`src/rtl/peripheral_axi4_pkg.sv`:
```
// peripheral_axi4_pkg
//   Shared AXI4 encodings and helpers for the peripheral BFMs.
//   Contents:
//     AXI_BURST_INCR, AXI_RESPONSE_OKAY, AXI_RESPONSE_SLVERR  - channel encodings
//     axi_mst_state_e                                          - master BFM FSM states
//     axi_wstrb(size, addr_lsb)                                - byte strobe for one beat
package peripheral_axi4_pkg;

  localparam logic [1:0] AXI_BURST_INCR      = 2'b01;
  localparam logic [1:0] AXI_RESPONSE_OKAY   = 2'b00;
  localparam logic [1:0] AXI_RESPONSE_SLVERR = 2'b10;

  typedef enum logic [2:0] {
    MST_IDLE    = 3'd0,
    MST_WR_ADDR = 3'd1,
    MST_WR_DATA = 3'd2,
    MST_WR_RESP = 3'd3,
    MST_RD_ADDR = 3'd4,
    MST_RD_DATA = 3'd5
  } axi_mst_state_e;

  // Strobe for a beat at byte address lsbs addr_lsb. Halfword beats are
  // aligned down to the containing halfword; word beats enable every lane.
  function automatic logic [3:0] axi_wstrb(input logic [1:0] size,
                                           input logic [1:0] addr_lsb);
    logic [3:0] strb;
    case (size)
      2'd0:    strb = 4'b0001 << addr_lsb;
      2'd1:    strb = 4'b0011 << {addr_lsb[1], 1'b0};
      default: strb = 4'b1111;
    endcase
    return strb;
  endfunction

endpackage

```
`src/rtl/peripheral_bfm_timeout_axi4.sv`:
```
// peripheral_bfm_timeout_axi4
//   Wait-cycle counter for one handshake. Counts cycles since the last clear
//   and saturates; expired is high in the TIMEOUT-th cycle of waiting.
//   Ports:
//     aclk    in  clock
//     areset  in  synchronous active-high reset
//     clear   in  restart the count (handshake, state change or idle)
//     expired out current cycle is the last one allowed to wait
module peripheral_bfm_timeout_axi4 #(
  parameter int TIMEOUT = 256
) (
  input  logic aclk,
  input  logic areset,
  input  logic clear,
  output logic expired
);

  localparam int CW = (TIMEOUT < 2) ? 1 : $clog2(TIMEOUT);
  localparam logic [CW-1:0] LIMIT = CW'(TIMEOUT - 1);

  logic [CW-1:0] count;

  always_ff @(posedge aclk) begin
    if (areset || clear) begin
      count <= '0;
    end else if (count != LIMIT) begin
      count <= count + 1'b1;
    end
  end

  // count is 0 in the first waiting cycle, so LIMIT is reached in cycle TIMEOUT.
  assign expired = (count == LIMIT);

endmodule

```
`src/rtl/peripheral_bfm_master_generic_axi4.sv`:
```
// peripheral_bfm_master_generic_axi4
//   AXI4 master BFM: executes one single-word command at a time as an INCR
//   write or read burst and reports per-beat (read) or per-burst (write)
//   responses. Any handshake waiting TIMEOUT cycles aborts the command.
//   Ports:
//     aclk, areset                      clock, synchronous active-high reset
//     cmd_valid/cmd_ready, cmd_*        command from the sequencer
//     rsp_valid, rsp_data, rsp_resp,    registered response pulse
//     rsp_last, rsp_err
//     aw*/w*/b*, ar*/r*                 AXI4 master channels
//     dbg_state                         current FSM state (axi_mst_state_e)
//   Handshakes: a transfer happens on a rising edge where valid and ready are
//   both high; a valid, once raised, holds it and its payload unchanged until
//   that edge. Payload outputs read 0 whenever their valid is low.
module peripheral_bfm_master_generic_axi4
  import peripheral_axi4_pkg::*;
#(
  parameter logic [3:0] ID      = 4'h0,
  parameter int         TIMEOUT = 256
) (
  input  logic        aclk,
  input  logic        areset,
  input  logic        cmd_valid,
  output logic        cmd_ready,
  input  logic        cmd_write,
  input  logic [31:0] cmd_addr,
  input  logic [3:0]  cmd_len,
  input  logic [2:0]  cmd_size,
  input  logic [31:0] cmd_data,
  output logic        rsp_valid,
  output logic [31:0] rsp_data,
  output logic [1:0]  rsp_resp,
  output logic        rsp_last,
  output logic        rsp_err,
  output logic [3:0]  awid,
  output logic [31:0] awadr,
  output logic [3:0]  awlen,
  output logic [2:0]  awsize,
  output logic [1:0]  awburst,
  output logic [1:0]  awlock,
  output logic [3:0]  awcache,
  output logic [2:0]  awprot,
  output logic        awvalid,
  input  logic        awready,
  output logic [3:0]  wid,
  output logic [31:0] wrdata,
  output logic [3:0]  wstrb,
  output logic        wlast,
  output logic        wvalid,
  input  logic        wready,
  input  logic [3:0]  bid,
  input  logic [1:0]  bresp,
  input  logic        bvalid,
  output logic        bready,
  output logic [3:0]  arid,
  output logic [31:0] araddr,
  output logic [3:0]  arlen,
  output logic [2:0]  arsize,
  output logic [1:0]  arlock,
  output logic [3:0]  arcache,
  output logic [2:0]  arprot,
  output logic        arvalid,
  input  logic        arready,
  input  logic [3:0]  rid,
  input  logic [31:0] rdata,
  input  logic [1:0]  rresp,
  input  logic        rlast,
  input  logic        rvalid,
  output logic        rready,
  output logic [2:0]  dbg_state
);

  axi_mst_state_e state_q, state_d;

  logic [31:0] addr_q;
  logic [3:0]  len_q;
  logic [1:0]  size_q;       // clamped: sizes above 2 behave as 2
  logic [31:0] data_q;
  logic [3:0]  beat_q;
  logic [31:0] beat_addr_q;

  logic cmd_acc, aw_hs, w_hs, b_hs, ar_hs, r_hs, any_hs;
  logic last_beat, to_expired, to_clear, abort;

  peripheral_bfm_timeout_axi4 #(.TIMEOUT(TIMEOUT)) u_timeout (
    .aclk    (aclk),
    .areset  (areset),
    .clear   (to_clear),
    .expired (to_expired)
  );

  // Next state, handshake detection and channel outputs.
  always_comb begin
    state_d   = state_q;
    cmd_acc   = 1'b0;
    aw_hs     = 1'b0;
    w_hs      = 1'b0;
    b_hs      = 1'b0;
    ar_hs     = 1'b0;
    r_hs      = 1'b0;
    cmd_ready = 1'b0;
    awvalid   = 1'b0;
    wvalid    = 1'b0;
    bready    = 1'b0;
    arvalid   = 1'b0;
    rready    = 1'b0;

    last_beat = (beat_q == len_q);

    case (state_q)
      MST_IDLE: begin
        // Hold off the next command while the final response is on rsp_*.
        cmd_ready = !rsp_valid;
        cmd_acc   = cmd_valid && !rsp_valid;
        if (cmd_acc) state_d = cmd_write ? MST_WR_ADDR : MST_RD_ADDR;
      end
      MST_WR_ADDR: begin
        awvalid = 1'b1;
        aw_hs   = awready;
        if (aw_hs) state_d = MST_WR_DATA;
      end
      MST_WR_DATA: begin
        wvalid = 1'b1;
        w_hs   = wready;
        if (w_hs && last_beat) state_d = MST_WR_RESP;
      end
      MST_WR_RESP: begin
        bready = 1'b1;
        b_hs   = bvalid;
        if (b_hs) state_d = MST_IDLE;
      end
      MST_RD_ADDR: begin
        arvalid = 1'b1;
        ar_hs   = arready;
        if (ar_hs) state_d = MST_RD_DATA;
      end
      MST_RD_DATA: begin
        rready = 1'b1;
        r_hs   = rvalid;
        if (r_hs && last_beat) state_d = MST_IDLE;
      end
      default: state_d = MST_IDLE;
    endcase

    any_hs = aw_hs | w_hs | b_hs | ar_hs | r_hs;
    // A handshake in the expiring cycle still completes normally.
    abort  = (state_q != MST_IDLE) && to_expired && !any_hs;
    if (abort) state_d = MST_IDLE;
    to_clear = (state_q == MST_IDLE) || any_hs || (state_d != state_q);

    awid    = awvalid ? ID : 4'h0;
    awadr   = awvalid ? addr_q : 32'h0;
    awlen   = awvalid ? len_q : 4'h0;
    awsize  = awvalid ? {1'b0, size_q} : 3'd0;
    awburst = awvalid ? AXI_BURST_INCR : 2'b00;
    awlock  = 2'b00;
    awcache = 4'h0;
    awprot  = 3'd0;

    wid    = wvalid ? ID : 4'h0;
    wrdata = wvalid ? (data_q + {28'h0, beat_q}) : 32'h0;
    wstrb  = wvalid ? axi_wstrb(size_q, beat_addr_q[1:0]) : 4'h0;
    wlast  = wvalid && last_beat;

    arid    = arvalid ? ID : 4'h0;
    araddr  = arvalid ? addr_q : 32'h0;
    arlen   = arvalid ? len_q : 4'h0;
    arsize  = arvalid ? {1'b0, size_q} : 3'd0;
    arlock  = 2'b00;
    arcache = 4'h0;
    arprot  = 3'd0;
  end

  always_ff @(posedge aclk) begin
    if (areset) begin
      state_q     <= MST_IDLE;
      addr_q      <= '0;
      len_q       <= '0;
      size_q      <= '0;
      data_q      <= '0;
      beat_q      <= '0;
      beat_addr_q <= '0;
      rsp_valid   <= 1'b0;
      rsp_data    <= '0;
      rsp_resp    <= '0;
      rsp_last    <= 1'b0;
      rsp_err     <= 1'b0;
    end else begin
      state_q   <= state_d;
      rsp_valid <= 1'b0;
      rsp_data  <= '0;
      rsp_resp  <= '0;
      rsp_last  <= 1'b0;
      rsp_err   <= 1'b0;

      if (cmd_acc) begin
        addr_q      <= cmd_addr;
        len_q       <= cmd_len;
        size_q      <= (cmd_size > 3'd2) ? 2'd2 : cmd_size[1:0];
        data_q      <= cmd_data;
        beat_q      <= '0;
        beat_addr_q <= cmd_addr;
      end else if (w_hs || r_hs) begin
        beat_q      <= beat_q + 1'b1;
        beat_addr_q <= beat_addr_q + (32'd1 << size_q);
      end

      if (abort) begin
        rsp_valid <= 1'b1;
        rsp_resp  <= AXI_RESPONSE_SLVERR;
        rsp_last  <= 1'b1;
        rsp_err   <= 1'b1;
      end else if (b_hs) begin
        rsp_valid <= 1'b1;
        rsp_resp  <= bresp;
        rsp_last  <= 1'b1;
        rsp_err   <= (bid != ID);
      end else if (r_hs) begin
        rsp_valid <= 1'b1;
        rsp_data  <= rdata;
        rsp_resp  <= rresp;
        rsp_last  <= last_beat;
        // The burst length comes from the command; rlast is only cross-checked.
        rsp_err   <= (rid != ID) || (rlast != last_beat);
      end
    end
  end

  assign dbg_state = state_q;

endmodule

```
`config.mk`:
```
export PLATFORM = sky130hd
export DESIGN_NAME = peripheral_bfm_master_generic_axi4
export DESIGN_NICKNAME = d
export VERILOG_FILES = /design/src/rtl/peripheral_axi4_pkg.sv /design/src/rtl/peripheral_bfm_timeout_axi4.sv /design/src/rtl/peripheral_bfm_master_generic_axi4.sv
export SDC_FILE = /design/constraint.sdc
export NUM_CORES = 1
export LEC_CHECK = 0
export BUFFER_PORTS_ARGS = -buffer_cell sky130_fd_sc_hd__buf_2
export CAP_MARGIN = 15
export CORE_UTILIZATION = 29
export CTS_BUF_LIST = sky130_fd_sc_hd__clkbuf_8
export DETAILED_ROUTE_END_ITERATION = 6
export MAX_ROUTING_LAYER = met4
export PLACE_DENSITY = 0.61
export SYNTH_ARGS = -nofsm -noshare
export SYNTH_HDL_FRONTEND = slang
export SYNTH_SLANG_ARGS = --single-unit
```
`constraint.sdc`:
```
create_clock -name aclk -period 3.5 [get_ports aclk]
set_input_delay 0.7 -clock aclk [delete_from_list [all_inputs] [get_ports aclk]]
set_output_delay 0.7 -clock aclk [all_outputs]
set_load 0.05 [all_outputs]
```
==> summary.txt, run 1 <==
Outcome
  • Status: finished, final reports clean

Yosys
  • Post-Synthesis Cells: 802
  • Netlist cell types: 53
  • Seq cells post-synth: 124
  • Most frequent cells after synthesis: nand2_1, dfxtp_1, a21oi_1
  • Sequential fraction of the synthesis area: 39.6%
  • Area leader, netlist: dfxtp_1
  • Number of flops mapped to enable cells by yosys: 0
  • Main area contributors after synthesis: dfxtp_1, nand2_1, a21oi_1, and2_1, and3_1
  • Post-Syn Area: 0.00627 mm^2
  • Dominant synthesized flop cell: dfxtp_1
  • FFs w/ async S/R, synth: 0%
  • Synth warn: 0
  • Mapped Avg Cell Area: 7.81 um^2
  • Share of the synthesized area in the top cell type: 39.6%
  • Dominant cell by count in the synthesized netlist: nand2_1

Layout
  • Share of layout cells above drive strength 1: 33.2%
  • Area occupied by multi-input gates: 0.00345 mm^2
  • Reg area: 0.00249 mm^2
  • Final nets: 1195
  • Layout fillers: 2214
  • Layout area overhead: 32.4%

Placed design
  • Placer Congestion: 0.904
  • IO buf count: 284
  • HPWL after DPL: 14.3 mm

CTS
  • Clock Latency Late Sink: 0.44 ns
  • TritonCTS buffer count: 17
  • Clk buf depth: 2
  • Root Driver: clkbuf_8
  • CTS clk-pin slew, worst paths: 0.10 ns
  • TritonCTS clock tree: done
  • CTS Hold Buffers Added: 0
  • Clk sinks: 124
  • H-Tree Depth: 4

Route
  • Vias per Instance: 4.66
  • DRC Markers: 0
  • Drt first pass iters: 4
  • Vias: 6297
  • Post-Route WL: 19.5 mm
  • DRT antenna net count: 0
  • DRT iter0 DRCs: 247
  • WL/cell: 14.5 um

Worst hold path
  • Hold crit path type: in -> reg

STA
  • Max Freq: 0.296 GHz
  • Max-slew headroom: 31.2%
  • Worst-margin pin slew: 1.02 ns
  • # setup viols final: 0
  • Final Hold Vio Count: 0
  • Tcrit/Tclk final: 96.4%
  • Final Max Slew Viols: 0
  • RSZ-0062 raised after global routing: false
  • Crit path time final: 3.38 ns
  • Sum Neg Setup Slack: 0 ns
  • Fin Clk Skew: 0.00900 ns

Power
  • Max VDD drop: 207 uV
  • Leak: 0.00402 uW
  • Power consumption: 3650 uW
  • Pwr Density: 440 mW/mm^2

Die
  • Die Y: 149 um
  • DIE AREA: 0.0222 mm^2
  • Io pins: 318
  • Die Width: 149 um
  • Core Area: 0.0211 mm^2
  • Starting density of the core: 29.7%
  • Std-Cell Rows: 53

Worst setup path
  • Startpoint Class: flip-flop
  • Critical path fanouts, max: 26
  • CP arrival: 2.68 ns
  • Crit path capture type: output pin
  • CP required: 2.80 ns
  • Critical path class: reg -> out

Global route
  • Antenna violations before repair: 3
  • Global Route Usage Sum: 17.7%
  • Vias in the first global route: 5688
  • First-pass GRT wire length: 29.6 mm
  • Largest net degree at the start of global routing: 74
  • Grt ovf: 0

Job
  • Max cap viols: 0
[path summary, 6_finish.rpt]
| check | from | end | slack [ns] | depth (start not counted) |
|---|---|---|---|---|
| max | data_q[4] | wrdata[30] | 0.12 | 5 |
| min | rdata[5] | rsp_data[5] | 0.44 | 2 |
| max reg2reg | dbg_state[2] | data_q[16] | 1.11 | 6 |
| min reg2reg | data_q[0] | data_q[0] | 0.46 | 2 |
[worst max-delay path, stage by stage, from the launching register on]
cell	delay [ns]
dfxtp_1	0.41
nand4_1	0.14
or4_4	0.70
nor4_1	0.43
mux2i_2	0.27
buf_2	0.29
[state kept, by name, summed over array words and instances, names as in the netlist]
register / cells
rsp_last: 1
addr_q: 32
rsp_valid: 1
beat_addr_q: 2
dbg_state: 3
rsp_data: 32
beat_q: 4
len_q: 4
size_q: 2
data_q: 32
rsp_resp: 2
rsp_err: 1
u_timeout.count: 8
[placed cells by master (no fill, tap or decap), types with 6 or more instances in the layout]
cell type and instances:
a211oi_1 6, a21oi_1 97, and2_1 76, and3_1 41
buf_2 278, buf_4 14, clkbuf_8 17, conb_1 33
dfxtp_1 121, ha_1 9, inv_1 8, inv_6 7
mux2i_1 6, mux2i_2 6, nand2_1 163, nand2b_1 10
nand3_1 15, nor2_1 18, nor3_1 14, nor4_1 8
o21ai_0 7, o31ai_1 13, or4_1 13, xor2_1 10
[area by class of cell]
type / instances / share of cell area (%)
Multi-Input combinational cell: 610 / 41.6
Sequential cell: 124 / 30.0
Timing Repair Buffer: 299 / 19.0
Tap cell: 275 / 4.15
Clock buffer: 17 / 2.82
Clock inverter: 15 / 2.04
Inverter: 8 / 0.362
Antenna cell: 3 / 0.0905
[routing by layer]
metal | track usage [%] | routed length [um] | up-vias
met1 | 21.5 | 8520 | 2857
met4 | 4.29 | 161 | 0
met5 | - | 0 | -
met3 | 4.92 | 1590 | 13
met2 | 29.0 | 9260 | 242
li1 | - | - | 3185
[power by group]
part	switching (uW)	internal, uW	total (uW)
clock network	690	603	1290
registers	91.9	1500	1590
logic	549	225	774
total	1330	2320	3650
[logic make-up (layout without fill, tap and decap cells)]
group | after synthesis | count (layout) | share of synthesized area (%)
XOR/XNOR | 15 | 15 | 2.10
adder cells (fa/ha/maj) | 10 | 10 | 2.12
other | 1 | 36 | 0.0598
flip-flops | 124 | 124 | 39.6
multiplexers | 12 | 12 | 1.92
buffers and inverters | 100 | 339 | 8.30
AND/OR/NAND/NOR | 395 | 395 | 32.5
AO/OA/AOI/OAI | 145 | 145 | 13.4
[per-stage QoR]
| step | std cells | hold slack, ns | utilization (%) | instance area [um^2] | setup WS (ns) |
|---|---|---|---|---|---|
| floorplan | 834 | 0.440 | - | 6420 | 0.00246 |
| global placement | 1316 | 0.448 | 37.2 | 7850 | 0.535 |
| detailed placement | 1316 | 0.452 | 37.2 | 7850 | 0.504 |
| CTS | 1348 | 0.407 | 39.2 | 8260 | 0.00892 |
| global route | 1351 | 0.408 | 39.3 | 8300 | 0.00676 |
| finish | 1351 | 0.445 | 39.3 | 8300 | 0.124 |
[repair_timing]
item | CTS | global route
pin swaps | 0 | 1
buffers inserted | 0 | 0
endpoints found under the setup margin | 1 | 17
resized for setup | 1 | 10
Power figures use the tool's default switching activity.
==> run 2: changes to the inputs <==
SYNTH_HIERARCHICAL = 1   (was default)
==> summary.txt, run 2 <==
Yosys
  • Area leader, netlist: dfxtp_1
  • Share of the synthesized area in the top cell type: 39.5% (-0.071 points)
  • Dominant cell by count in the synthesized netlist: nand2_1
  • Post-Syn Area: 0.00628 mm^2 (+0.18%)
  • Most frequent cells after synthesis: nand2_1, dfxtp_1, a21oi_1
  • Seq cells post-synth: 124 (unchanged)
  • Synth warn: 6 (+6)
  • Mapped Avg Cell Area: 7.80 um^2 (-0.19%)
  • FFs w/ async S/R, synth: 0% (unchanged)
  • Netlist cell types: 61 (+15%)
  • Post-Synthesis Cells: 805 (+0.37%)
  • Dominant synthesized flop cell: dfxtp_1
  • Main area contributors after synthesis: dfxtp_1, nand2_1, and2_1, a21oi_1, and3_1
  • Number of flops mapped to enable cells by yosys: 0 (unchanged)
  • Sequential fraction of the synthesis area: 39.5% (-0.071 points)

Worst setup path
  • Crit path capture type: output pin
  • Critical path class: reg -> out
  • CP required: 2.80 ns (about the same)
  • CP arrival: 2.64 ns (-0.04 ns)
  • Critical path fanouts, max: 5 (-81%)
  • Startpoint Class: flip-flop

Layout
  • Commonest non-fill, non-tap cells in the layout: buf_2, nand2_1, dfxtp_1
  • Most common cell after layout, fill and taps aside: buf_2
  • Share of layout cells above drive strength 1: 32.4% (-0.74 points)
  • Final nets: 1201 (+0.50%)
  • Top Registers: addr_q (32), data_q (32), rsp_data (32)
  • Layout fillers: 2214 (unchanged)
  • Layout area overhead: 30.8%

CTS
  • TritonCTS clock tree: done
  • H-Tree Depth: 4 (unchanged)
  • Root Driver: clkbuf_8
  • Clk buf depth: 2 (unchanged)
  • CTS clk-pin slew, worst paths: 0.09 ns (about the same)
  • CTS Hold Buffers Added: 0 (unchanged)
  • Clk sinks: 124 (unchanged)
  • Clock Latency Late Sink: 0.44 ns (about the same)
  • TritonCTS buffer count: 17 (unchanged)

STA
  • Final Max Slew Viols: 0 (unchanged)
  • Tcrit/Tclk final: 95.5% (-0.90 points)
  • Final Hold Vio Count: 0 (unchanged)
  • Crit path time final: 3.34 ns (-0.0315 ns)
  • Fin Clk Skew: 0.0105 ns (+0.00146 ns)
  • Final setup margin: 0.156 ns (+0.0315 ns)
  • Max-slew headroom: 48.5% (+17 points)
  • Worst-margin pin slew: 0.773 ns (-0.252 ns)
  • # setup viols final: 0 (unchanged)
  • Hold_ws: 0.450 ns (+0.00526 ns)
  • Max Freq: 0.299 GHz (+0.94%)

Route
  • DRT iter0 DRCs: 265 (+7.3%)
  • Vias per Instance: 4.69 (+0.59%)
  • DRT antenna net count: 0 (unchanged)
  • Drt first pass iters: 4 (unchanged)
  • DRC Markers: 0 (unchanged)
  • WL/cell: 14.7 um (+1.7%)
  • Post-Route WL: 19.9 mm (+2.1%)
  • Vias: 6362 (+1.0%)

Global route
  • First-pass GRT wire length: 30.3 mm (+2.4%)
  • Global Route Usage Sum: 18.1% (+0.40 points)
  • Vias in the first global route: 5785 (+1.7%)
  • Antenna violations before repair: 2 (-1)
  • Grt ovf: 0 (unchanged)
  • Largest net degree at the start of global routing: 72 (-2.7%)

Power
  • Pwr Density: 441 mW/mm^2 (+0.25%)
  • Power consumption: 3630 uW (-0.74%)
  • Max VDD drop: 253 uV (+22%)
  • Leak: 0.00402 uW (-0.14%)

Placed design
  • IO buf count: 284 (unchanged)
  • Pre-CTS setup slack: 0.571 ns (+0.0669 ns)
  • Placer Congestion: 0.883 (-2.3%)
  • HPWL after DPL: 14.5 mm (+1.9%)

Job
  • Max cap viols: 0 (unchanged)

Die
  • Die Width: 149 um (about the same)
  • Core Area: 0.0212 mm^2 (+0.31%)
  • Die Y: 149 um (about the same)
  • DIE AREA: 0.0222 mm^2 (+0.18%)
  • Io pins: 318 (unchanged)
  • Starting density of the core: 29.7% (-0.040 points)
  • Std-Cell Rows: 53 (unchanged)

Outcome
  • Status: finished, final reports clean

Worst hold path
  • Hold crit path type: in -> reg
## run 2: changes by cell type after synthesis, moves of 8 or more
cell / change
buf_1: -8
xnor2_1: +12
nor2_1: +12
nand2_1: -10
mux2i_1: -11
nand2b_1: -9
## run 2: cell families after synthesis
logic type / Yosys count / share of synthesized area [%]
and+or+nand+nor: 396 / 32.5
AOI/OAI and AO/OA: 148 / 13.8
DFF: 124 / 39.5
buffers and inverters: 102 / 8.63
xor gates and xnor gates: 22 / 3.07
adders and majority gates: 10 / 2.11
muxes: 2 / 0.339
other: 1 / 0.0597
## run 2: final timing paths
path	start	endpoint	slack, ns	depth (start not counted)
min	rdata[22]	rsp_data[22]	0.45	2
max	beat_q[0]	wrdata[28]	0.16	9
min reg2reg	addr_q[27]	addr_q[27]	0.46	2
max reg2reg	dbg_state[1]	u_timeout/count[4]	0.72	10
## run 2: report_power, final
group          internal (uW)  switching (uW)
registers               1500            97.0
clock network            527             696
logic                    229             579
total                   2260            1370
## run 2: stage by stage
stage | setup TNS (ns) | area [um^2] | util (%) | std cells
after floorplan | 0 | 6400 | - | 837
after global placement | 0 | 7800 | 36.9 | 1320
after detailed placement | 0 | 7800 | 36.9 | 1320
after CTS | 0 | 8180 | 38.6 | 1352
after global routing | -0.0112 | 8210 | 38.8 | 1355
final | 0 | 8220 | 38.8 | 1357
## run 2: repair_timing
| item | in CTS | in global routing |
|---|---|---|
| gates resized for setup | 0 | 5 |
| endpoints found under the setup margin | 0 | 14 |
| setup buffers | 0 | 2 |
## run 2: area by class of cell
class	instances	area, um^2	area share [%]
multi-input cells	611	3400	41.4
clock buffers	17	234	2.85
repair buffers	299	1550	18.9
well taps	275	344	4.19
clock inverters	15	140	1.71
diodes	3	7.51	0.0914
inverters	13	51.3	0.624
flip-flops and latches	124	2480	30.2
## run 2: routing by layer
layer  GRT usage (%)  share of wire (%)  vias to the layer above
li1                -                  -                     3201
met1            22.3                 45                     2915
met2            29.4                 47                      234
met3            4.68                7.3                       12
met4            4.59               0.92                        0
met5               -                  0                        -
## run 2: worst max-delay path, stage by stage (launching register included)
cell and delay, ns:
dfxtp_2 0.36, ha_1 0.21, fa_1 0.41, a21o_1 0.19, a21o_1 0.25, nand4_1 0.21, buf_4 0.14, o21ai_0 0.06
a21oi_1 0.13, clkbuf_4 0.24
==> run 3: changes to the inputs <==
BUFFER_PORTS_ARGS = default   (was -buffer_cell sky130_fd_sc_hd__buf_2)
DONT_BUFFER_PORTS = 1   (was default)
GPL_ROUTABILITY_DRIVEN = 0   (was default)
PLACE_DENSITY = default   (was 0.61)
==> summary.txt, run 3 (same netlist as run 2, synthesis figures left out) <==
Die
  • Die Y: 149 um (unchanged)
  • Die Width: 149 um (unchanged)
  • Io pins: 318 (unchanged)
  • Core Area: 0.0212 mm^2 (unchanged)
  • DIE AREA: 0.0222 mm^2 (unchanged)
  • Starting density of the core: 29.7% (unchanged)
  • Std-Cell Rows: 53 (unchanged)

Layout
  • Final core utilization: 34.0% (-4.8 points)
  • Layout area overhead: 14.5%
  • Share of layout cells above drive strength 1: 12.8% (-20 points)
  • Finished Layout Cells: 1113 (-18%)
  • Final nets: 957 (-20%)
  • Layout fillers: 2228 (+0.63%)
  • Top Registers: addr_q (32), data_q (32), rsp_data (32)
  • Most common cell after layout, fill and taps aside: nand2_1
  • Reg area: 0.00248 mm^2 (unchanged)
  • Commonest non-fill, non-tap cells in the layout: nand2_1, dfxtp_1, a21oi_1
  • Area occupied by multi-input gates: 0.00341 mm^2 (+0.37%)

STA
  • Final Hold Vio Count: 0 (unchanged)
  • Final Max Slew Viols: 0 (unchanged)
  • Max Freq: 0.304 GHz (+1.7%)
  • # setup viols final: 0 (unchanged)
  • Final setup margin: 0.211 ns (+0.0549 ns)
  • Hold_ws: 0.325 ns (-0.125 ns)
  • Max-slew headroom: 33.4% (-15 points)
  • RSZ-0062 raised after global routing: false
  • Worst-margin pin slew: 0.995 ns (+0.222 ns)
  • Tcrit/Tclk final: 94.0% (-1.6 points)
  • Sum Neg Setup Slack: 0 ns (unchanged)
  • Crit path time final: 3.29 ns (-0.0549 ns)
  • Fin Clk Skew: 0.0137 ns (+0.00321 ns)

Global route
  • Met1 global-route usage: 20.3% (-2.0 points)
  • Grt met2 use: 26.9% (-2.5 points)
  • Routing usage on met3: 4.53% (-0.15 points)
  • Global Route Usage Sum: 16.8% (-1.3 points)
  • Grt ovf: 0 (unchanged)
  • First-pass GRT wire length: 27.6 mm (-9.1%)
  • Busiest metal layer after global routing: met2
  • Vias in the first global route: 4881 (-16%)
  • Largest net degree at the start of global routing: 86 (+19%)
  • Antenna violations before repair: 3 (+1)

Worst setup path
  • Critical path class: reg -> out
  • Startpoint Class: flip-flop
  • Slowest stage delay, CP: 0.49 ns (+0.08 ns)
  • Crit path max-delay family: compound AO/OA/AOI/OAI gates
  • Crit path capture type: output pin
  • CP most frequent cell: a21oi_1
  • Critical path fanouts, max: 25 (+20)
  • Bufs and invs on worst path: 1 (-1)
  • CP required: 2.80 ns (about the same)
  • CP Cell Sequence: ha_1 > a21o_1 > a21oi_1 > o21ba_4 > o21ai_0 > a21oi_1 > buf_4
  • CP arrival: 2.59 ns (-0.05 ns)
  • Worst path slowest cell: dfxtp_1

Route
  • DRT iter0 DRCs: 243 (-8.3%)
  • DRT antenna net count: 0 (unchanged)
  • DRC Markers: 0 (unchanged)
  • WL/cell: 16.9 um (+15%)
  • Vias per Instance: 4.99 (+6.4%)
  • Vias: 5552 (-13%)
  • Drt first pass iters: 4 (unchanged)
  • Post-Route WL: 18.8 mm (-5.7%)

CTS
  • Root Driver: clkbuf_8
  • Clk buf depth: 2 (unchanged)
  • CTS Hold Buffers Added: 0 (unchanged)
  • Clk sinks: 124 (unchanged)
  • Post-CTS sizing: 0 (unchanged)
  • H-Tree Depth: 4 (unchanged)
  • Total setup buffers inserted after CTS: 0 (unchanged)
  • CTS clk-pin slew, worst paths: 0.09 ns (about the same)
  • TritonCTS buffer count: 17 (unchanged)
  • Clock Latency Late Sink: 0.44 ns (about the same)
  • TritonCTS clock tree: done

Placed design
  • IO buf count: 0 (-100%)
  • Pre-CTS setup slack: 0.580 ns (+0.00861 ns)
  • HPWL after DPL: 13.5 mm (-6.9%)
  • Placed Instances: 1078 (-18%)

Outcome
  • Status: finished, final reports clean

Power
  • Leak: 0.00289 uW (-28%)
  • Register share of total power: 44.9% (+0.9 points)
  • Max VDD drop: 226 uV (-11%)
  • Sw Share: 38.2% (+0.40 points)
  • Internal Power: 2220 uW (-1.6%)
  • Sw power: 1370 uW (+0.13%)
  • Pwr Density: 500 mW/mm^2 (+13%)
  • Logic pwr share: 19.4% (-2.9 points)
  • Clock power frac: 35.7% (+2.0 points)

Job
  • Max cap viols: 0 (unchanged)

Worst hold path
  • Hold crit path type: in -> reg
-- run 3: cell count changes in the layout (fill, tap and decap cells not counted), sizes merged --
cell / before / now
clkinvlp: 1 / 0
buf: 297 / 55
clkbuf: 19 / 17
inv: 24 / 23
clkinv: 3 / 5
-- run 3: routing by layer --
| metal | vias up | routed length, um |
|---|---|---|
| li1 | 2715 | - |
| met1 | 2574 | 8160 |
| met2 | 238 | 8870 |
| met3 | 25 | 1400 |
| met4 | 0 | 369 |
| met5 | - | 0 |
-- run 3: worst register-to-register path: cells and delay by family (launching register included) --
kind / cells / cell delay (ns)
compound gates: 5 / 1.35
flops: 1 / 0.69
buf+inv: 2 / 0.26
simple gates: 2 / 0.47
-- run 3: power groups by stage --
stage,Combinational [uW],Sequential (uW),Clock (uW)
floorplan,601,1610,0
global placement,694,1640,0
detailed placement,703,1640,0
CTS,703,1610,1340
global route,760,1630,1410
finish,698,1610,1280
-- run 3: worst paths after layout --
check / startpoint / end / slack (ns) / cells past startpoint
worst max-delay path: beat_q[1] / wrdata[7] / 0.21 / 7
worst min-delay path: areset / rsp_valid / 0.32 / 1
worst max register to register: dbg_state[2] / u_timeout/count[4] / 0.65 / 9
worst min register to register: addr_q[23] / addr_q[23] / 0.47 / 2
-- run 3: stage by stage --
step	instance area (um^2)	power (uW)
after floorplan	6400	2210
after global placement	6760	2340
after detailed placement	6760	2350
after CTS	7160	3650
after global routing	7190	3800
final	7190	3590
-- run 3: layout make-up --
class	count	area share [%]
multi-input combinational	611	47.5
sequential	124	34.5
timing repair buffer	55	6.79
tap	275	4.79
clock buffer	17	3.25
clock inverter	15	2.35
inverter	13	0.713
antenna	3	0.104
